File: config.mk
export PLATFORM = sky130hd
export DESIGN_NAME = lsu_mem_port_flat
export DESIGN_NICKNAME = d
export VERILOG_FILES = /design/src/rtl/lsu_mem_port_pkg.sv /design/src/rtl/lsu_mem_port_if.sv /design/src/rtl/lsu_load_align.sv /design/src/rtl/lsu_mem_port.sv /design/src/flat_wrapper.sv
export SDC_FILE = /design/constraint.sdc
export NUM_CORES = 1
export LEC_CHECK = 0
export CAP_MARGIN = 10
export CORE_MARGIN = 5
export CORE_UTILIZATION = 32
export CTS_BUF_LIST = sky130_fd_sc_hd__clkbuf_8 sky130_fd_sc_hd__clkbuf_16
export DETAILED_ROUTE_END_ITERATION = 10
export PLACE_DENSITY = 0.69
export SLEW_MARGIN = 5
export SYNTH_ARGS = -nofsm -noshare
export SYNTH_HDL_FRONTEND = slang
export SYNTH_SLANG_ARGS = --single-unit
File: constraint.sdc
create_clock -name clk -period 3.3 [get_ports clk]
set_input_delay 0.495 -clock clk [delete_from_list [all_inputs] [get_ports clk]]
set_output_delay 0.495 -clock clk [all_outputs]
set_load 0.05 [all_outputs]
File: src/rtl/lsu_mem_port_pkg.sv
// rtl/lsu_mem_port_pkg.sv - shared load/store size codes, error codes, state encoding and store helpers
package lsu_mem_port_pkg;

    localparam logic [2:0] LS_B  = 3'b000;
    localparam logic [2:0] LS_H  = 3'b001;
    localparam logic [2:0] LS_W  = 3'b010;
    localparam logic [2:0] LS_BU = 3'b100;
    localparam logic [2:0] LS_HU = 3'b101;

    localparam logic [1:0] ERR_MISALIGN = 2'b01;
    localparam logic [1:0] ERR_ILLEGAL  = 2'b10;
    localparam logic [1:0] ERR_TIMEOUT  = 2'b11;

    typedef enum logic {
        ST_IDLE = 1'b0,
        ST_REQ  = 1'b1
    } lsu_state_e;

    function automatic logic funct3_legal(input logic [2:0] f3);
        logic ok;
        ok = (f3 == LS_B) || (f3 == LS_H) || (f3 == LS_W) || (f3 == LS_BU) || (f3 == LS_HU);
        return ok;
    endfunction

    function automatic logic is_misaligned(input logic [2:0] f3, input logic [1:0] lo);
        logic mis;
        case (f3)
            LS_H, LS_HU: mis = lo[0];
            LS_W:        mis = (lo != 2'b00);
            default:     mis = 1'b0;
        endcase
        return mis;
    endfunction

    // Only B/H/W reach these helpers for stores, so funct3[1:0] alone selects the size.
    function automatic logic [3:0] store_strb(input logic [2:0] f3, input logic [1:0] lo);
        logic [3:0] strb;
        case (f3[1:0])
            2'b00:   strb = 4'b0001 << lo;
            2'b01:   strb = 4'b0011 << lo;
            default: strb = 4'b1111;
        endcase
        return strb;
    endfunction

    function automatic logic [31:0] store_data(input logic [2:0] f3, input logic [31:0] wd);
        logic [31:0] d;
        case (f3[1:0])
            2'b00:   d = {4{wd[7:0]}};
            2'b01:   d = {2{wd[15:0]}};
            default: d = wd;
        endcase
        return d;
    endfunction

endpackage

File: src/rtl/lsu_mem_port_if.sv
// rtl/lsu_mem_port_if.sv - single-outstanding req/ack data-memory bus
interface lsu_mem_port_if #(
    parameter int ADDR_W = 32
) ();
    logic              mem_req;
    logic              mem_we;
    logic [ADDR_W-1:0] mem_addr;
    logic [31:0]       mem_wdata;
    logic [3:0]        mem_wstrb;
    logic [31:0]       mem_rdata;
    logic              mem_ack;

    modport master (
        output mem_req, mem_we, mem_addr, mem_wdata, mem_wstrb,
        input  mem_rdata, mem_ack
    );

    modport slave (
        input  mem_req, mem_we, mem_addr, mem_wdata, mem_wstrb,
        output mem_rdata, mem_ack
    );
endinterface

File: src/rtl/lsu_load_align.sv
// rtl/lsu_load_align.sv - extracts and extends a byte/half/word from a 32-bit read word
module lsu_load_align
    import lsu_mem_port_pkg::*;
(
    input  logic [31:0] rdata,
    input  logic [1:0]  addr_lo,
    input  logic [2:0]  funct3,
    output logic [31:0] data
);
    logic [7:0]  byte_sel;
    logic [15:0] half_sel;

    always_comb begin
        byte_sel = 8'(rdata >> {addr_lo, 3'b000});
        half_sel = addr_lo[1] ? rdata[31:16] : rdata[15:0];
        case (funct3)
            LS_B:    data = {{24{byte_sel[7]}}, byte_sel};
            LS_BU:   data = {24'h0, byte_sel};
            LS_H:    data = {{16{half_sel[15]}}, half_sel};
            LS_HU:   data = {16'h0, half_sel};
            default: data = rdata;
        endcase
    end
endmodule

File: src/rtl/lsu_mem_port.sv
// rtl/lsu_mem_port.sv - load/store unit memory port: op validation, req/ack bus, timeout, load formatting
module lsu_mem_port
    import lsu_mem_port_pkg::*;
#(
    parameter int ADDR_W         = 32,
    parameter int TIMEOUT_CYCLES = 16
) (
    input  logic              clk,
    input  logic              rst,
    input  logic              ex_valid,
    input  logic              ex_is_load,
    input  logic              ex_is_store,
    input  logic [2:0]        ex_funct3,
    input  logic [ADDR_W-1:0] ex_addr,
    input  logic [31:0]       ex_wdata,
    output logic              ex_accept,
    output logic              lsu_busy,
    lsu_mem_port_if.master    mem,
    output logic [31:0]       load_data,
    output logic              load_valid,
    output logic              lsu_err,
    output logic [1:0]        lsu_err_code
);
    localparam int CNT_W = (TIMEOUT_CYCLES > 1) ? $clog2(TIMEOUT_CYCLES) : 1;
    localparam logic [CNT_W-1:0] CNT_LAST = CNT_W'(TIMEOUT_CYCLES - 1);

    lsu_state_e        state_q, state_d;
    logic [ADDR_W-1:0] addr_q, addr_d;
    logic [1:0]        lo_q, lo_d;
    logic [2:0]        f3_q, f3_d;
    logic              we_q, we_d;
    logic [31:0]       wdata_q, wdata_d;
    logic [3:0]        wstrb_q, wstrb_d;
    logic [CNT_W-1:0]  cnt_q, cnt_d;
    logic [31:0]       load_data_q, load_data_d;
    logic              load_valid_q, load_valid_d;
    logic              err_q, err_d;
    logic [1:0]        err_code_q, err_code_d;
    logic [31:0]       align_data;
    logic              illegal;

    lsu_load_align u_align (
        .rdata   (mem.mem_rdata),
        .addr_lo (lo_q),
        .funct3  (f3_q),
        .data    (align_data)
    );

    assign ex_accept = ~rst & (state_q == ST_IDLE) & ex_valid & (ex_is_load | ex_is_store);
    assign illegal   = (ex_is_load & ex_is_store) | ~funct3_legal(ex_funct3)
                     | (ex_is_store & ex_funct3[2]);

    always_comb begin
        state_d      = state_q;
        addr_d       = addr_q;
        lo_d         = lo_q;
        f3_d         = f3_q;
        we_d         = we_q;
        wdata_d      = wdata_q;
        wstrb_d      = wstrb_q;
        cnt_d        = cnt_q;
        load_data_d  = load_data_q;
        load_valid_d = 1'b0;
        err_d        = 1'b0;
        err_code_d   = err_code_q;
        case (state_q)
            ST_IDLE: begin
                if (ex_accept) begin
                    if (illegal) begin
                        err_d      = 1'b1;
                        err_code_d = ERR_ILLEGAL;
                    end else if (is_misaligned(ex_funct3, ex_addr[1:0])) begin
                        err_d      = 1'b1;
                        err_code_d = ERR_MISALIGN;
                    end else begin
                        state_d = ST_REQ;
                        addr_d  = {ex_addr[ADDR_W-1:2], 2'b00};
                        lo_d    = ex_addr[1:0];
                        f3_d    = ex_funct3;
                        we_d    = ex_is_store;
                        wdata_d = store_data(ex_funct3, ex_wdata);
                        wstrb_d = ex_is_store ? store_strb(ex_funct3, ex_addr[1:0]) : 4'b0000;
                        cnt_d   = '0;
                    end
                end
            end
            ST_REQ: begin
                // An ack in the final timeout cycle still completes normally.
                if (mem.mem_ack) begin
                    state_d = ST_IDLE;
                    if (!we_q) begin
                        load_data_d  = align_data;
                        load_valid_d = 1'b1;
                    end
                end else if (cnt_q == CNT_LAST) begin
                    state_d    = ST_IDLE;
                    err_d      = 1'b1;
                    err_code_d = ERR_TIMEOUT;
                end else begin
                    cnt_d = cnt_q + 1'b1;
                end
            end
            default: state_d = ST_IDLE;
        endcase
    end

    always_ff @(posedge clk) begin
        if (rst) begin
            state_q      <= ST_IDLE;
            addr_q       <= '0;
            lo_q         <= '0;
            f3_q         <= '0;
            we_q         <= 1'b0;
            wdata_q      <= '0;
            wstrb_q      <= '0;
            cnt_q        <= '0;
            load_data_q  <= '0;
            load_valid_q <= 1'b0;
            err_q        <= 1'b0;
            err_code_q   <= '0;
        end else begin
            state_q      <= state_d;
            addr_q       <= addr_d;
            lo_q         <= lo_d;
            f3_q         <= f3_d;
            we_q         <= we_d;
            wdata_q      <= wdata_d;
            wstrb_q      <= wstrb_d;
            cnt_q        <= cnt_d;
            load_data_q  <= load_data_d;
            load_valid_q <= load_valid_d;
            err_q        <= err_d;
            err_code_q   <= err_code_d;
        end
    end

    assign lsu_busy      = (state_q == ST_REQ);
    assign mem.mem_req   = (state_q == ST_REQ);
    assign mem.mem_we    = we_q;
    assign mem.mem_addr  = addr_q;
    assign mem.mem_wdata = wdata_q;
    assign mem.mem_wstrb = wstrb_q;
    assign load_data     = load_data_q;
    assign load_valid    = load_valid_q;
    assign lsu_err       = err_q;
    assign lsu_err_code  = err_code_q;
endmodule

File: src/flat_wrapper.sv
// flat-port wrapper written by rule: the top's interface ports become plain ports
module lsu_mem_port_flat import lsu_mem_port_pkg::*;
#(
    parameter int ADDR_W         = 32,
    parameter int TIMEOUT_CYCLES = 16
)
  (clk, rst, ex_valid, ex_is_load, ex_is_store, ex_funct3, ex_addr, ex_wdata, ex_accept, lsu_busy, load_data, load_valid, lsu_err, lsu_err_code, mem_mem_req, mem_mem_we, mem_mem_addr, mem_mem_wdata, mem_mem_wstrb, mem_mem_rdata, mem_mem_ack);
  lsu_mem_port_if #(.ADDR_W(ADDR_W)) mem_i ();
  input  logic clk;
  input  logic rst;
  input  logic ex_valid;
  input  logic ex_is_load;
  input  logic ex_is_store;
  input  logic [2:0] ex_funct3;
  input  logic [ADDR_W-1:0] ex_addr;
  input  logic [31:0] ex_wdata;
  output logic ex_accept;
  output logic lsu_busy;
  output logic [31:0] load_data;
  output logic load_valid;
  output logic lsu_err;
  output logic [1:0] lsu_err_code;
  output wire logic [$bits(mem_i.mem_req)-1:0] mem_mem_req;
  output wire logic [$bits(mem_i.mem_we)-1:0] mem_mem_we;
  output wire logic [$bits(mem_i.mem_addr)-1:0] mem_mem_addr;
  output wire logic [$bits(mem_i.mem_wdata)-1:0] mem_mem_wdata;
  output wire logic [$bits(mem_i.mem_wstrb)-1:0] mem_mem_wstrb;
  input wire logic [$bits(mem_i.mem_rdata)-1:0] mem_mem_rdata;
  input wire logic [$bits(mem_i.mem_ack)-1:0] mem_mem_ack;
  assign mem_mem_req = mem_i.mem_req;
  assign mem_mem_we = mem_i.mem_we;
  assign mem_mem_addr = mem_i.mem_addr;
  assign mem_mem_wdata = mem_i.mem_wdata;
  assign mem_mem_wstrb = mem_i.mem_wstrb;
  assign mem_i.mem_rdata = mem_mem_rdata;
  assign mem_i.mem_ack = mem_mem_ack;
  lsu_mem_port #(.ADDR_W(ADDR_W), .TIMEOUT_CYCLES(TIMEOUT_CYCLES)) u_core (.clk(clk), .rst(rst), .ex_valid(ex_valid), .ex_is_load(ex_is_load), .ex_is_store(ex_is_store), .ex_funct3(ex_funct3), .ex_addr(ex_addr), .ex_wdata(ex_wdata), .ex_accept(ex_accept), .lsu_busy(lsu_busy), .mem(mem_i), .load_data(load_data), .load_valid(load_valid), .lsu_err(lsu_err), .lsu_err_code(lsu_err_code));
endmodule
# Yosys cells after proc, flatten, opt, wreduce, memory -nomap -nowiden

Cells that the tools add are included.

Register bits after elaboration: 113
Input bits: 105
Output and inout bits: 108
Logic and storage cells: 95

$add $sub $neg: 1
Eq/ne operators: 16
Shift-type cells: 3
Multiplexer cells: 34
Bitwise gates (word level): 15
Reduce and logical (&&, ||, !) cells: 14

Operators by type and width:

| operator              | count |
|---|---|
| $pmux W32 S4          | 1 |
| $pmux W32 S2          | 1 |
| $shr A32 B5 Y8        | 1 |
| $mux W4               | 6 |
| $mux W16              | 1 |
| $pmux W4 S2           | 2 |
| $mux W1               | 14 |
| $eq A3 B3 Y1 const B  | 4 |
| $ne A2 B2 Y1 const B  | 6 |
| $mux W2               | 5 |
| $reduce_and A4 Y1     | 2 |
| $not A1 Y1            | 7 |
| $eq A3 B1 Y1 const B  | 2 |
| $logic_not A3 Y1      | 2 |
| $pmux W1 S2           | 3 |
| $and A1 B1 Y1         | 5 |
| $reduce_and A5 Y1     | 1 |
| $add A4 B1 Y4 const B | 1 |
| $eq A4 B4 Y1 const B  | 1 |
| $logic_or A1 B1 Y1    | 4 |
| $pmux W2 S2           | 1 |
| $shl A1 B2 Y4 const A | 1 |
| $shl A2 B2 Y4 const A | 1 |
| $eq A3 B2 Y1 const B  | 1 |
| 8 further kinds       | 10 |

# Logic depth before layout (Yosys ltp)

Gate-level depths: netlist of run 1.

Word-level depth: 15
Gate-level depth with buffers: 8
Depth with buffers taken out: 5

# By module

A second synthesis of run 1 with hierarchy kept.

Cells, all modules: 681
Area, all modules: 5278.8 um2

By module, submodules not included:

| module         | instances | cells an instance | area an instance (um2) | seq. area each (um2) |
|---|---|---|---|---|
| lsu_mem_port   | 1         | 572               | 4650.7                 | 2262.2 |
| lsu_load_align | 1         | 109               | 628.1                  | 0.0 |

# Worst setup path after synthesis of run 1

Ideal clock, no wire load.

Path type: input -> output
From: in rst
To: out ex_accept
Data arrival time: 1.699 ns
Required time: 2.805 ns
Setup slack: 1.106 ns
Cell stages on the path: 5
Buffers on the path: 2
Cell sequence: clkbuf_1 -> nor2_1 -> o211ai_2 -> inv_2 -> buf_1

Longest elaborated chain between the ends: 4

Ends and longest elaborated chain:

| what                        | RTL line           | text |
|---|---|---|
| from (decl)                 | flat_wrapper.sv:10 | `input logic rst;` |
| $not A1 Y1                  | lsu_mem_port.sv:49 | `assign ex_accept = ~rst & (state_q == ST_IDLE) & ex_valid & (ex_is_load \| ex_is_store);` |
| $and A1 B1 Y1 (3 in series) | lsu_mem_port.sv:49 |  |
| to (decl)                   | flat_wrapper.sv:17 | `output logic ex_accept;` |

No other way between the ends.

# Worst setup path in the final report of run 1

From: in ex_funct3[0]
To: reg u_core.wstrb_q[2], in the netlist u_core.mem.mem_wstrb[2]

Longest elaborated chain between the ends: 10
Elaborated cells between the ends (all ways): 24
Classes of those cells: eq/ne (5); mux (6); bitwise (5); reduce/logical (8)

Ends and longest elaborated chain:

| what                                                                       | RTL line            | text |
|---|---|---|
| from (decl)                                                                | flat_wrapper.sv:14  | `input logic [2:0] ex_funct3;` |
| parallel branches: the longest is 10 deep, another holds $reduce_and A4 Y1 | n/a                 |  |
| to (signal assigned)                                                       | lsu_mem_port.sv:128 | `wstrb_q <= wstrb_d;` |
| to (decl)                                                                  | lsu_mem_port.sv:33  | `logic [3:0] wstrb_q, wstrb_d;` |

Parallel ways; which one is timed is not known. The select of a mux whose other input is x is not followed.
A chain may end at the register's enable or synchronous reset.

==> results.txt, run 1 <==
* Complex-gate fraction of the synthesized area: between 20% and 30%
- For this block, the routed nets add up to 18800 um of wire.
- Clock latency reported for the late side of the worst-skew pair: a little over 400 ps
* Warnings from Yosys: 0
* Slew of the pin with the lowest slew margin: between 1000 and 1500 ps
- Drt first-iter violations: between 300 and 400
* Cell Pwr Density: ~480 nW/um2
* Static Leak: about 0.0027 uW
- During placement, the flow inserted port buffers numbering 210.
- Setup repair after global routing left no endpoint under its margin.
* Share of cells above drive strength 1: between 8 and 9%
- In the finished design, the share of the clock period the worst path needs comes to ~78%.
- The floorplan step defined a core boundary enclosing 15830 um2.
- Average instance area after synthesis: 8.133 um2
- CTS root buffer: clkbuf_16
- Counting flops with an async set or reset pin after synthesis yields a share of 0%.
* Leading cell types in the layout, fill and taps excluded: clkdlybuf4s50_1, dfxtp_1, o21ai_0
- Switching power as a share of total power: between 20% and 30%
* Die height: ~140 um
- Total iterations of the first detailed-routing run: 4
* Number of violations of the max-capacitance limit: 0
* Min-delay worst type: flop to flop
- Filler instances: roughly 1500
- Clock-pin slew was measured on the worst setup and hold paths at 50 ps.
* Highest clock rate: between 300 and 400 MHz
- STA puts the critical path data required time at between 3000 and 4000 ps.
* Clock Skew: slightly above 9 ps
- I/O pin count: between 200 and 250
- Result of the run: finished clean
- TritonCTS Buffers: 17
- Post-place instance area: roughly 7400 um2
- The worst hold path passes through 2 cells.
- Initial antenna violation count: 1
* Drt drc: 0
* Row Count: 46
- CTS Hold Buffers Added: 0
* Global-route wire length before repair: approximately 28000 um
- STA classifies the critical path endpoint as a flop.
- Detailed routing inserted a total of between 5000 and 6000 vias.
* Post-CTS Resized: 0
- Growth of design area from synthesis to finish: 54.87%
- Antenna Nets Post-Route: 0
- Flops & latches, synth: 113
* Net switching power figure: slightly below 1000 uW
- The number of setup buffers added after CTS is 0.
- Of the total power, the clock network draws approximately half.
- Type of the setup path with the least slack: input pin to flop
* Share of power burned in combinational logic: about 14%
- Synth Cell Area: slightly above 5000 um2
- Initial core utilization: between 30% and 40%
* Most common library cell in the layout ignoring fill and taps: clkdlybuf4s50_1
* Clock sink total: about 110
- Mean routed wirelength per cell: about 18 um
- Sequential cells burn 37.0% of the power.
* Global-route congestion overflow total: 0
- Global placer's final weighted congestion: around 0.83
* Endpoint of the worst-slack reg-to-reg timing path: u_core.mem.mem_wstrb[2]
- Total of endpoints with negative setup slack in the final report: 0
- Area share of xor/xnor cells in the synthesized design: less than 1%
- Final critical-path required period: ~2600 ps
- The die is between 100 and 150 um wide.
* CTS tree: yes
- Fin Setup TNS: 0 ps
* Diode insertion count for antenna repair: 0
- The H-tree was split into 4 levels.
- Crit path arrival time: around 2800 ps
- Worst hold path startpoint: u_core.mem.mem_wstrb[0]
- After synthesis, the largest family of logic cells by area is compound AO/OA/AOI/OAI gates.
* Reg-to-reg setup timing slack: about 1200 ps
* Maximum number of pins on one net before global-route repair: 86
- R2r worst-path depth: 5
- Along the worst path, the maximum fanout reaches 25.
* Number of global-route vias before repair: 5248
- For this run, the register share of the synthesized area comes to a little over two fifths.
- HPWL after detailed placement: about 13000 um
* Element type at the critical path start: input pin
- Maximum buffer depth of the clock tree: 2
- Proportion of synthesized area in mux cells: approximately 5.5%
- Via density per instance: about 5.3
- All-Layer GR Usage: 19.36%
- Top FF cell, synth: dfxtp_1
* Startpoint of the worst register-to-register path: u_core.lsu_busy
- Summing the areas of all and, or, nand and nor instances in the mapped netlist gives about 15% of the synthesized area.
* Total number of nets in the final design: just over 900
- The netlist uses 54 different library cells.
- The die covers around 19000 um2.
- Post-synthesis instance total: around 630
- The number of max-slew violations in the final report was 0.
* WHS Endpoint: u_core.mem.mem_wstrb[0]
- Summing all non-filler instances in the final layout gives an area of 7985 um2.
- The worst pin sits at a relative slew slack of a little over a quarter.
- Number of enable flip-flop cells after synthesis: 0
* IR drop worst, VDD: ~0.35 mV
* Cell internal pwr: ~2800 uW
* Final count of hold timing violations: 0
* Adder-cell share of the synthesized area: 0.2427%
[flip-flops by register name, summed over array words and instances (netlist names)]
name and count:
u_core.cnt_q 4, u_core.f3_q 3, u_core.lo_q 2, u_core.load_data 32, u_core.load_valid 1, u_core.lsu_busy 1
u_core.lsu_err 1, u_core.lsu_err_code 2, u_core.mem.mem_addr 30, u_core.mem.mem_wdata 32, u_core.mem.mem_we 1, u_core.mem.mem_wstrb 4
[how the worst max path moves through the flow]
stage                  from                        to  slack (ps)
2_1_floorplan           rst                 ex_accept        1110
3_3_place_gp   ex_funct3[0]   u_core.mem.mem_wdata[6]         440
3_5_place_dp   ex_funct3[0]  u_core.mem.mem_wdata[14]         390
4_1_cts         ex_is_store                 ex_accept         770
5_1_grt        ex_funct3[0]  u_core.mem.mem_wdata[10]         620
6_report       ex_funct3[0]   u_core.mem.mem_wstrb[2]         740
[synthesized netlist by cell type (2+ instances only)]
cell	n	area share, %
dfxtp_1	113	44
o21ai_0	96	9.3
a21oi_1	88	8.5
nand2_1	70	5.1
nand3_1	53	5.1
clkbuf_1	46	3.3
nor2_1	22	1.6
mux2i_1	18	3.5
buf_2	11	1.1
nor3_1	9	0.87
a211oi_1	8	1.2
a221oi_1	8	1.4
a311oi_1	8	1.4
mux2_2	7	1.5
a31oi_1	6	0.73
o221a_2	6	1.3
buf_4	4	0.58
inv_1	4	0.29
o2111ai_1	4	0.68
o211ai_1	4	0.58
a21oi_2	3	0.51
buf_1	3	0.22
buf_6	3	0.66
nor2b_1	3	0.36
a31o_2	2	0.34
nand2b_1	2	0.24
nand3b_1	2	0.29
nor2_2	2	0.24
o211ai_2	2	0.49
o31ai_1	2	0.29
xor2_1	2	0.34
[cell type report]
type / instances / area (um2) / area share (%)
clock buffer: 20 / 466.7 / 5.845
clock inverter: 12 / 141.4 / 1.771
multi-input combinational: 450 / 2594 / 32.48
tap: 216 / 270.3 / 3.385
sequential: 113 / 2262 / 28.33
inverter: 5 / 18.77 / 0.2350
timing repair buffer: 225 / 2232 / 27.95
[routing by layer]
layer  vias up  wire length [um]  global-route usage, %
met5         -                19                      0
met2       215              8856                  31.55
met3        26              1785                  7.500
met4         2               282                  5.820
met1      2625              7855                  23.64
li1       2644                 -                      -
[metrics by stage]
| stage | std cells | power (uW) | hold WS, ps | util (%) | setup WS, ps |
|---|---|---|---|---|---|
| floorplan | 635 | 1709 | 462.1 | - | 1106 |
| CTS | 1041 | 3844 | 461.4 | 50.45 | 774.8 |
| global placement | 1009 | 1961 | 444.9 | 46.61 | 444.9 |
| detailed placement | 1009 | 1963 | 454.8 | 46.61 | 393.1 |
| global route | 1041 | 3952 | 477.3 | 50.45 | 621.4 |
| finish | 1041 | 3817 | 461.3 | 50.45 | 739.5 |
[worst max-delay path, cell delays in order]
cell	delay, ps
clkdlybuf4s50_1	570
o21ai_0	510
o211ai_4	140
nor2_2	850
o21ai_0	220
[power by group through the flow]
| stage | clock [uW] | sequential, uW | combinational, uW |
|---|---|---|---|
| global placement | 0 | 1440 | 522 |
| finish | 1880 | 1410 | 526 |
| CTS | 1910 | 1410 | 526 |
| detailed placement | 0 | 1440 | 524 |
| floorplan | 0 | 1520 | 188 |
| global route | 1980 | 1410 | 557 |
[cell families after synthesis]
kind of cell	count (synthesis)
AND/OR/NAND/NOR	172
XOR/XNOR	2
flip-flops	113
multiplexers	26
buffers and inverters	72
adder cells (fa/ha/maj)	1
AO/OA/AOI/OAI	247
other	1
Note: power is estimated with default switching activity, not from simulation.
==> run 2, diff against run 1 <==
- clock period: 3.3 -> 2.7 ns (I/O delays scaled with it)
==> results.txt, run 2 (same netlist as run 1, synthesis figures left out) <==
- Number of global-route vias before repair: around 5400
- Data arrives at the worst endpoint at around 1700 ps.
* Post-route worst hold slack: ~460 ps
- Counting every sink on the clock net gives about 110.
- Maximum number of pins on one net before global-route repair: 86
- Min-delay worst type: flop to flop
- The initial antenna violation count was 0.
* Endpoint of the worst-slack reg-to-reg timing path: u_core.load_data[6]
- Htree depth: 4
- In the routed design, unresolved DRC markers number 0.
- At the end of routability-driven placement, the weighted congestion stood at 0.8552.
- The floorplan step defined a die boundary enclosing 18750 um2.
* Slew of the pin with the lowest slew margin: between 900 and 1000 ps
* Multi-input gate area in the final layout: approximately 2600 um2
- Mean routed wirelength per cell: 17.91 um
* HPWL after detailed placement: ~13000 um
* Crit end category: primary output
- The flow ran to the end, and the final reports show no timing, DRC or antenna violations.
- The number of max-slew violations in the final report is 0.
- Summing over every cut layer, the via total after detailed routing is ~5600.
- Final count of hold timing violations: 0
* Worst hold path startpoint: u_core.mem.mem_wdata[7]
- After global routing the overflow that remains totals 0.
- In the layout the commonest cells are clkdlybuf4s50_1, dfxtp_1, o21ai_0.
- Cells fill a little over half of the core in the end.
- Growth of design area from synthesis to finish: 59.86%
- CTS root buffer: clkbuf_16
* Total iterations of the first detailed-routing run: 5
- Number of violations of the max-capacitance limit: 0
- Sequential standard cell area: about 2300 um2
- Across the routed clock network, the largest skew measured is 7.369 ps.
* Cell Pwr Density: 615.8 nW/um2
- Highest fanout seen on the critical path: 19
* Global-route wire length before repair: about 29000 um
* Filler instances: approximately 1500
- Setup repair after global routing left no endpoint under its margin.
- Die extent in x: between 100 and 150 um
- Summed over all cells, the static leakage comes to 0.002860 uW.
- Of the cells placed in the final design, the portion with a size suffix greater than 1 is 11.06%.
- Count of buffers from port buffering: 210
- Via density per instance: 5.278
- STA classifies the critical path startpoint as an input pin.
- Antenna Nets Post-Route: 0
- IR analysis of the VDD net gives a maximum drop of about 0.45 mV.
- Derived from the worst setup path, the maximum achievable clock frequency is approximately 480 MHz.
* Data required time at the worst endpoint: between 2000 and 2500 ps
- Initial core utilization: between 30% and 40%
* Slew Limit Headroom: 35.65%
- TritonCTS built the clock tree.
* Row Count: 46
- Post-Route WL: ~19000 um
- Tot Pwr: 5076 uW
* Maximum buffer depth of the clock tree: 2
* Reg clk slew, reported paths: about 60 ps
- Summed over all failing endpoints, the final setup total negative slack is 0 ps.
- Total of endpoints with negative setup slack in the final report: 0
- Total number of nets in the final design: 934
* Startpoint of the worst register-to-register path: u_core.f3_q[0]
- The worst hold path terminates at u_core.mem.mem_wdata[7].
* R2r worst-path depth: 4
- 0 antenna diodes ended up in the layout.
- Hold repair after CTS inserted 0 buffers.
- Final critical-path required period: roughly 2100 ps
- TritonCTS Buffers: 17
- Across every metal layer, demand over resource in global routing totals 19.96%.
- Drt first-iter violations: roughly 420
- The worst setup path is of the input pin to primary output kind.
- Clock latency reported for the late side of the worst-skew pair: a little over 400 ps
* Reg-to-reg setup timing slack: around 780 ps
- Die height: roughly 140 um
- I/O pin count: around 210
- The number of setup buffers added after CTS is 0.
* Core box area: 15830 um2
* Post-CTS Resized: 0
* Most common library cell in the layout ignoring fill and taps: clkdlybuf4s50_1
* Min-Delay Path Depth: 2
- Of the available clock period, the critical path in the final layout requires 77.65%.
[run 2: how the worst max path moves through the flow]
stage          slack, ps                  endpoint         startpoint  cells past startpoint
3_5_place_dp         350  u_core.mem.mem_wdata[15]        ex_is_store                      6
5_1_grt              520                 ex_accept        ex_is_store                      4
4_1_cts              580               mem_mem_req    u_core.lsu_busy                      1
2_1_floorplan        640                 ex_accept    u_core.lsu_busy                      4
3_3_place_gp         390      u_core.load_data[27]  mem_mem_rdata[15]                      5
6_report             600                 ex_accept        ex_is_store                      4
[run 2: final cells by class]
cell class | count | area share (%)
tap | 216 | 3.279
multi-input combinational | 450 | 31.47
timing repair buffer | 241 | 28.99
inverter | 5 | 0.2277
sequential | 113 | 27.44
clock buffer | 19 | 5.495
clock inverter | 13 | 3.097
[run 2: layer usage]
metal  part of all wire (%)  routed length, um  track usage (%)  vias up
met4                    1.6                308            5.432        0
met5                      0                  0                0        -
li1                       -                  -                -     2694
met1                     41               7834            24.72     2631
met2                     47               8824            31.93      232
met3                     10               1960            8.382       22
[run 2: worst max-delay path, cell delays in order]
cell	delay, ps
clkdlybuf4s50_1	630
o211ai_4	120
inv_2	330
buf_12	190
[run 2: where the power goes]
group / switching, uW / internal (uW) / leakage, uW / total, uW
sequential: 18.8 / 1700 / 0.000913 / 1720
combinational: 381 / 289 / 0.00161 / 670
clock: 811 / 1870 / 0.000336 / 2690
[run 2: metrics by stage]
stage	setup slack [ps]	area, um2	instances
2_1_floorplan	637.5	5160	635
3_3_place_gp	394.1	7535	1025
3_5_place_dp	354.9	7535	1025
4_1_cts	576.5	8243	1057
5_1_grt	520.6	8243	1057
6_report	603.5	8243	1057
==> run 3, diff against run 2 <==
- clock period: 2.7 -> 1.93 ns (I/O delays scaled with it)
==> results.txt, run 3 (same netlist as run 1, synthesis figures left out) <==
- Result of the run: finished clean
- Worst hold path startpoint: rst
* Htree depth: 4
- Diode insertion count for antenna repair: 0
- Before antenna repair, the detailed router went through 5 iterations.
- Type of the setup path with the least slack: flop to primary output
- The initial antenna violation count was 0.
- Tot Pwr: 6658 uW
- In the final design database the tool counted ~960 nets.
* Number of cells after detailed placement: between 1000 and 1500
* Crit path arrival time: about 1600 ps
- Clock latency reported for the late side of the worst-skew pair: roughly 400 ps
* Crit share post-route: 97.95%
- Highest fanout seen on the critical path: 2
- Slew of the pin with the lowest slew margin: ~570 ps
- The tool flagged a number of max-cap violations equal to 0.
- Total stage count of the critical path: 1
* CP Cell Sequence: clkdlybuf4s50_1
* Maximum number of pins on one net before global-route repair: between 80 and 90
- Leaving out fill and tap cells, the most frequent cells in the layout are clkdlybuf4s50_1, dfxtp_1, o21ai_0.
* Antenna Nets Post-Route: 0
- Detailed placement finished with a half-perimeter wire length of about 13000 um.
- Overall die area: ~19000 um2
* Number of global-route vias before repair: between 5000 and 6000
- The min-delay analysis places its worst path in the category input pin to flop.
- The worst hold path passes through 3 cells.
- Via density per instance: around 5.2
- The first global-routing pass estimated approximately 29000 um of wire.
- Post-route worst hold slack: between 300 and 400 ps
* Clock Skew: around 14 ps
* Critical-path top delay cell: clkdlybuf4s50_1
* Share of cells above drive strength 1: ~14%
- Most common library cell in the layout ignoring fill and taps: clkdlybuf4s50_1
- Startpoint of the worst register-to-register path: u_core.lo_q[1]
* CTS root buffer: clkbuf_16
- The worst-case IR drop observed on VDD is between 0.5 and 0.6 mV.
- For this design, the sink count on the clock tree is ~110.
- Element type at the critical path start: flop
* Mean routed wirelength per cell: 17.27 um
* Highest clock rate: about 530 MHz
* Data required time at the worst endpoint: around 1600 ps
* Total of endpoints with negative setup slack in the final report: 0
* Core box area: ~16000 um2
- Final count of hold timing violations: 0
- After clock tree synthesis, the setup repair step added 0 buffers.
* Slew Limit Headroom: about 62%
- Measured along the y axis, the die boundary spans between 100 and 150 um.
- Reg clk slew, reported paths: ~60 ps
- For this design the static power due to leakage is roughly 0.0030 uW.
- TritonCTS Buffers: 17
- Endpoint of the worst-slack reg-to-reg timing path: u_core.load_data[19]
* Final critical-path required period: around 1900 ps
- Global routing consumed, over all layers together, 19.62% of the routing resources.
- For this configuration, the core starts out at a cell density of around a third.
* Die extent in x: 136.9 um
- In the routed design, unresolved DRC markers number 0.
- Setup repair after global routing left no endpoint under its margin.
- WHS Endpoint: u_core.lsu_err
- Buf/Inv on CP: 1
- After clock tree synthesis, the repair step resized 0 gates.
- Fin Setup TNS: 0 ps
- Largest stage delay, worst path: between 800 and 900 ps
- The count of buffers added on input and output ports is 210.
- Global placer's final weighted congestion: around 0.85
- TritonCTS built the clock tree.
- Via Count: approximately 5600
- In this run the deepest clock path goes through 2 buffers.
- Cell Pwr Density: roughly 800 nW/um2
* CTS Hold Buffers Added: 0
- Crit end category: primary output
- Cell type group with the largest total delay on the critical path: buffers and inverters
* Final Non-Filler Cells: 1078
* I/O pin count: between 200 and 250
- Row generation in the floorplan step produced 46 rows.
- Drt first-iter violations: 330
* Reg-to-reg setup timing slack: roughly 280 ps
* Global-route congestion overflow total: 0
- Post-Route WL: about 19000 um
- From synthesis to final layout, the design area changed by 62.92%.
- Max-slew violation count: 0
- R2r worst-path depth: 6
[run 3: changes by cell type in the layout (fill, tap and decap cells not counted)]
cell	before	now
buf_12	5	12
buf_4	27	46
bufinv_16	7	4
clkbuf_8	2	0
clkdlybuf4s50_1	208	198
clkinv_2	1	5
clkinv_4	1	2
clkinvlp_4	3	4
dlymetal6s2s_1	0	5
inv_6	1	0
nor2_1	22	21
nor2_2	2	3
[run 3: worst max path at each step]
stage                                  from                  endpoint  slack (ps)
finish              u_core.mem.mem_wdata[4]          mem_mem_wdata[4]          40
global route            u_core.load_data[7]              load_data[7]           4
CTS                       u_core.mem.mem_we                mem_mem_we          20
detailed placement             ex_funct3[1]  u_core.mem.mem_wdata[11]        -120
global placement               ex_funct3[1]   u_core.mem.mem_wstrb[3]        -100
floorplan                   u_core.lsu_busy      u_core.load_data[10]         130
[run 3: where the power goes]
| group | total (uW) | switching [uW] | internal (uW) |
|---|---|---|---|
| sequential | 2410 | 26.5 | 2380 |
| clock | 3260 | 1120 | 2150 |
| combinational | 989 | 542 | 447 |
[run 3: cell type report]
type / instances / area, um2
fillers: 1496 / 7427
repair buffers: 262 / 2635
multi-input cells: 450 / 2596
flip-flops and latches: 113 / 2262
clock buffers: 17 / 425.4
well taps: 216 / 270.3
clock inverters: 15 / 192.7
inverters: 5 / 18.77
[run 3: layer usage]
metal  track usage [%]  share of wire (%)  wire length (um)  vias to the layer above
li1                  -                  -                 -                     2727
met1             23.99                 40              7539                     2634
met4             7.927                2.6               485                        0
met2             30.90                 47              8688                      238
met5                 0                  0                 0                        -
met3             7.684                 10              1909                       34
[run 3: per-stage QoR]
stage | worst slack (ps) | utilization [%] | instance area (um2)
2_1_floorplan | 131.4 | - | 5161
3_3_place_gp | -102.6 | 49.08 | 7767
3_5_place_dp | -124.9 | 49.08 | 7767
4_1_cts | 17.45 | 52.98 | 8386
5_1_grt | 3.989 | 53.08 | 8401
6_report | 39.47 | 53.08 | 8401
==> edit 1 (settings of run 3) <==
`ADDR_W` is set to 32 in 3 places; all go to 64.
--- a/src/rtl/lsu_mem_port_if.sv
+++ b/src/rtl/lsu_mem_port_if.sv
@@ -2,3 +2,3 @@
 interface lsu_mem_port_if #(
-    parameter int ADDR_W = 32
+    parameter int ADDR_W = 64
 ) ();
--- a/src/rtl/lsu_mem_port.sv
+++ b/src/rtl/lsu_mem_port.sv
@@ -4,3 +4,3 @@
 #(
-    parameter int ADDR_W         = 32,
+    parameter int ADDR_W         = 64,
     parameter int TIMEOUT_CYCLES = 16
--- a/src/flat_wrapper.sv
+++ b/src/flat_wrapper.sv
@@ -3,3 +3,3 @@
 #(
-    parameter int ADDR_W         = 32,
+    parameter int ADDR_W         = 64,
     parameter int TIMEOUT_CYCLES = 16
Interface: changed (resized ex_addr and mem_mem_addr); port bits go from 213 to 277. No check against the original RTL was run, so the function may have changed too.
==> edit 1 against run 3 <==
  * Total power up 15%
  * Register-to-register slack worse by 0.07 ns
  * Synthesized area up 23%
  * Wire length up 27%
  * Worst setup slack worse by 0.010 ns
  * Critical path depth unchanged
  * Final area up 23%
  * Combinational power up 23%
  * Final cell count up 24%
  * Count of clock-buffer cells in the layout unchanged
  * Sequential cell count up 32
  * Largest power group unchanged
==> edit 1: results (changes against run 3) <==
[logic_synthesis]
synth_area_leaders = dfxtp_1, o21ai_0, a21oi_1  ; unchanged
synth.top_cells.by_count = dfxtp_1, o21ai_0, a21oi_1  ; unchanged
ys_seq_area_share_pct = 45.7  ; was 43.9%
syn_inst = 780  ; was 634
synth-seq-cells = 145  ; was 113
syn_area_um2 = 6350  ; was 5160 um^2

[cells_and_area]
num_antenna_cells = 2  ; was 0
nNonClkBuffers = 338  ; was 262
final_net_count = 1191  ; was 955
ff_latch_area_um2 = 2900  ; was 2260 um^2
design_area_um2 = 10300  ; was 8400 um^2
clock_area_share_pct = 5.79  ; was 7.36%
multi_input_gates = 546  ; was 450
nFillCells = 1874  ; was 1,496
layout-drive-gt1-share_pct = 13.4  ; was 13.9%

[sta]
clock_skew_ns = 0.0154  ; was 0.0141 ns
timing.hold.ws_ns = 0.386  ; was 0.397 ns
worst_slack_ns = 0.0294  ; was 0.0395 ns
worst_pin_slew_ns = 0.590  ; was 0.570 ns

[global_route]
antenna_found_initial = 2  ; was 0
grt_first_pass_wirelength_um = 35700  ; was 28,900 um
met1_usage_pct = 24.5  ; was 24.0%
grtUsageTotal_pct = 19.7  ; was 19.6%
grt_max_degree = 119  ; was 87
met3_usage_pct = 5.12  ; was 7.68%
grt_use_met2_pct = 32.4  ; was 30.9%
grt_pass1_vias = 6630  ; was 5,520

[power_and_ir_drop]
p_leak_nw = 3.90  ; was 3.05 nW
vdd_drop_max_mv = 0.575  ; was 0.562 mV

[place]
gp_congestion = 0.836  ; was 0.849
portBuffers = 274  ; was 210
dp_slack_ns = -0.0887  ; was -0.125 ns
place_area_um2 = 9650  ; was 7770 um^2
place_inst = 1298  ; was 1,046
hpwl_um = 16900  ; was 13,400 um

[routing]
vias = 6927  ; was 5,633
wl_per_cell_um = 17.7  ; was 17.3 um
m1WireLength_um = 9510  ; was 7540 um
drt_iter0_markers = 354  ; was 330
avgViaCountPerCell = 5.20  ; was 5.23
top_layer = met5  ; was met4
wl_met3_um = 1730  ; was 1910 um
wl_met2_um = 11600  ; was 8690 um

[setup_path]
crit_path_max_incr_delay_ns = 0.86  ; was 0.83 ns
reg2reg_from = u_core.f3_q[0]$_SDFFE_PP0P_  ; was u_core.lo_q[1]$_SDFFE_PP0P_
crit_start = u_core.load_data[9]$_SDFFE_PP0P_  ; was u_core.mem.mem_wdata[4]$_SDFFE_PP0P_
crit_path_end = load_data[9]  ; was mem_mem_wdata[4]
r2r-end = u_core.load_data[1]$_SDFFE_PP0P_  ; was u_core.load_data[19]$_SDFFE_PP0P_
reg2reg_slack_ns = 0.21  ; was 0.28 ns

[clocking]
clkLatencyLatePin_ns = 0.43  ; was 0.41 ns
h-tree-depth = 4  ; unchanged

[worst_hold_path]
min-delay-start = ex_funct3[1]  ; was rst
hold_end = u_core.mem.mem_wdata[30]$_SDFFE_PP0P_  ; was u_core.lsu_err$_SDFF_PP0_

[outcome]
status = completed  ; unchanged

[edit 1: cell types whose count changed after synthesis, moves of 5 or more]
cell and change:
clkbuf_1 +5, buf_2 +17, dfxtp_1 +32, nand3_1 +32, o21ai_0 +30, a21oi_1 +30
[edit 1: what timing repair did]
item | in CTS | in global routing
endpoints found under the setup margin | 1 | 18
cloned | 0 | 0
setup buffers | 1 | 0
gates resized for setup | 0 | 19
pin swaps | 1 | 0
[edit 1: cell families (layout without fill, tap and decap cells)]
kind of cell               count (synthesis)  after routing  synth area share, %
DFF                                      145            145                 45.7
muxes                                     26             26                 4.43
buffers and inverters                     90            375                 6.29
xor gates and xnor gates                   2              2                0.276
other                                      1              4               0.0591
and+or+nand+nor                          204            204                 14.8
adders and majority gates                  1              1                0.197
AOI/OAI and AO/OA                        311            311                 28.2
[edit 1: report_power, final]
part,total (mW),switching (mW),leakage [nW],internal [mW]
Combinational,1.22,0.671,2.44,0.545
Clock,3.33,1.48,0.291,1.85
Sequential,3.08,0.0300,1.17,3.05
==> edit 2 (settings of run 3) <==
Without the edit above. Make the reset (`rst`) asynchronous in one clocked block.
--- a/src/rtl/lsu_mem_port.sv
+++ b/src/rtl/lsu_mem_port.sv
@@ -106,3 +106,3 @@
 
-    always_ff @(posedge clk) begin
+    always_ff @(posedge clk or posedge rst) begin
         if (rst) begin
Behaviour: differs if rst is asserted again (counterexample within 4 cycles, from zero or initial values and one cycle with rst high); with rst held inactive, the same outputs for 4 cycles.
==> edit 2 against run 3 <==
  * Non-clock buffer count shrank 10
  * Die area grew 8.5%
  * Wire length shrank 12%
  * Final area grew 2.9%
  * Critical path depth is the same
  * Sequential cell count is the same
  * Worst setup slack gained 0.0050 ns
  * Synthesized area grew 9.2%
  * Fmax grew 0.26%
Power is not compared: it rests on default switching activity, and its combinational part moved more than twofold at a synthesized area within 25%.
==> edit 2: results (changes against run 3) <==
[global_route]
grt_max_degree = 72  ; was 87
grtUsageTotal_pct = 16.2  ; was 19.6%
antenna_found_initial = 0  ; unchanged
grt_pass1_vias = 4921  ; was 5,520
grt_first_pass_wirelength_um = 26300  ; was 28,900 um

[clocking]
h-tree-depth = 4  ; unchanged
clk_pin_slew_ns = 0.05
clkLatencyLatePin_ns = 0.40
cts_buffer_depth = 2  ; unchanged
cts_made_buffers = 17  ; unchanged
root_buffer = clkbuf_16  ; unchanged

[worst_hold_path]
hp-class = primary input to register  ; unchanged

[logic_synthesis]
synth.avg_cell_area_um2 = 12.0  ; was 8.13 um^2
synth_ff_type = dfrtp_1  ; was dfxtp_1
ys_seq_area_share_pct = 50.2  ; was 43.9%
muxShareOfSynthArea_pct = 24.2  ; was 5.46%
synthXorXnorAreaFrac_pct = 0.311  ; was 0.340%
synth_area_leaders = dfrtp_1, mux2_4, mux2i_1  ; was dfxtp_1, o21ai_0, a21oi_1
yosysWarnings = 0  ; unchanged
async_flop_share_pct = 100  ; was 0%
synth.distinct_cells = 43  ; was 54
synth_fa_ha_area_share_pct = 0.222  ; was 0.243%
synth_compound_area_share_pct = 10.0  ; was 28.6%
synth.top_cells.by_count = dfrtp_1, mux2_4, a21oi_1  ; was dfxtp_1, o21ai_0, a21oi_1

[routing]
vias = 4560  ; was 5,633
routed_wirelength_um = 16400  ; was 18,600 um
ant_nets = 0  ; unchanged
drt_iter0_markers = 266  ; was 330
first_pass_iters = 6  ; was 5

[setup_path]
arrival_ns = 1.60  ; about the same
crit_path_max_incr_delay_ns = 0.82
cp_top_family = buffers and inverters  ; unchanged
path_max_fanout = 2  ; unchanged
slowest_stage = clkdlybuf4s50_1  ; unchanged

[cells_and_area]
final_net_count = 814  ; was 955
num_antenna_cells = 0  ; unchanged
final_cells = 945  ; was 1,078
layout-drive-gt1-share_pct = 21.1  ; was 13.9%

[sta]
clock_skew_ns = 0.00783  ; was 0.0141 ns
slew_headroom_pct = 63.8  ; was 62.0%

[place]
dp_slack_ns = -0.253  ; was -0.125 ns
portBuffers = 210  ; unchanged
hpwl_um = 12700  ; was 13,400 um
gp_congestion = 0.874  ; was 0.849
place_inst = 913  ; was 1,046

[power_and_ir_drop]
p_leak_nw = 4.00
vdd_drop_max_mv = 0.936

[outcome]
status = completed  ; unchanged

edit 2: repair_timing:
item	in CTS	in global routing
endpoints found under the hold margin	0	0
setup endpoints to repair	1	17
gates resized for setup	0	21
gates cloned	0	0
pin swaps	1	2
setup buffers	1	0
edit 2: per-stage QoR:
step                cell area, um^2  utilization (%)
finish                         8650             50.0
global route                   8650             50.0
CTS                            8590             49.7
detailed placement             8070             46.6
global placement               8070             46.6
floorplan                      5640                -
edit 2: power by group:
part / internal (mW) / switching, mW / total (mW)
registers: 3.17 / 0.550 / 3.72
clock network: 1.69 / 1.02 / 2.71
logic: 2.35 / 3.85 / 6.20
total: 7.21 / 5.42 / 12.6
edit 2: per-layer routing:
layer	vias up	track usage [%]	share of wire, %
li1	2144	-	-
met1	2212	21.0	43
met2	183	26.2	48
met3	21	5.16	7.7
met4	0	4.55	1.4
met5	-	0	0
edit 2: final cells by class:
| type | instances | area, um^2 |
|---|---|---|
| multi-input combinational | 312 | 2490 |
| timing repair buffer | 252 | 2480 |
| clock inverter | 11 | 51.3 |
| tap | 225 | 282 |
| clock buffer | 20 | 467 |
| sequential | 113 | 2830 |
| inverter | 12 | 51.3 |
| fill | 1539 | 8650 |
edit 2: worst paths after layout:
path	cells past startpoint	start	to	slack, ns
max reg2reg	7	u_core.lsu_busy$_DFF_PP0_	u_core.mem.mem_addr[31]$_DFFE_PP0P_	0.18
min	3	ex_is_store	u_core.mem.mem_we$_DFFE_PP0P_	0.39
max	1	u_core.load_data[13]$_DFFE_PP0P_	load_data[13]	0.04
min in group asynchronous	4	rst	u_core.lsu_busy$_DFF_PP0_	0.44
max in group asynchronous	4	rst	u_core.mem.mem_addr[11]$_DFFE_PP0P_	1.03
min reg2reg	2	u_core.load_data[3]$_DFFE_PP0P_	u_core.load_data[3]$_DFFE_PP0P_	0.49
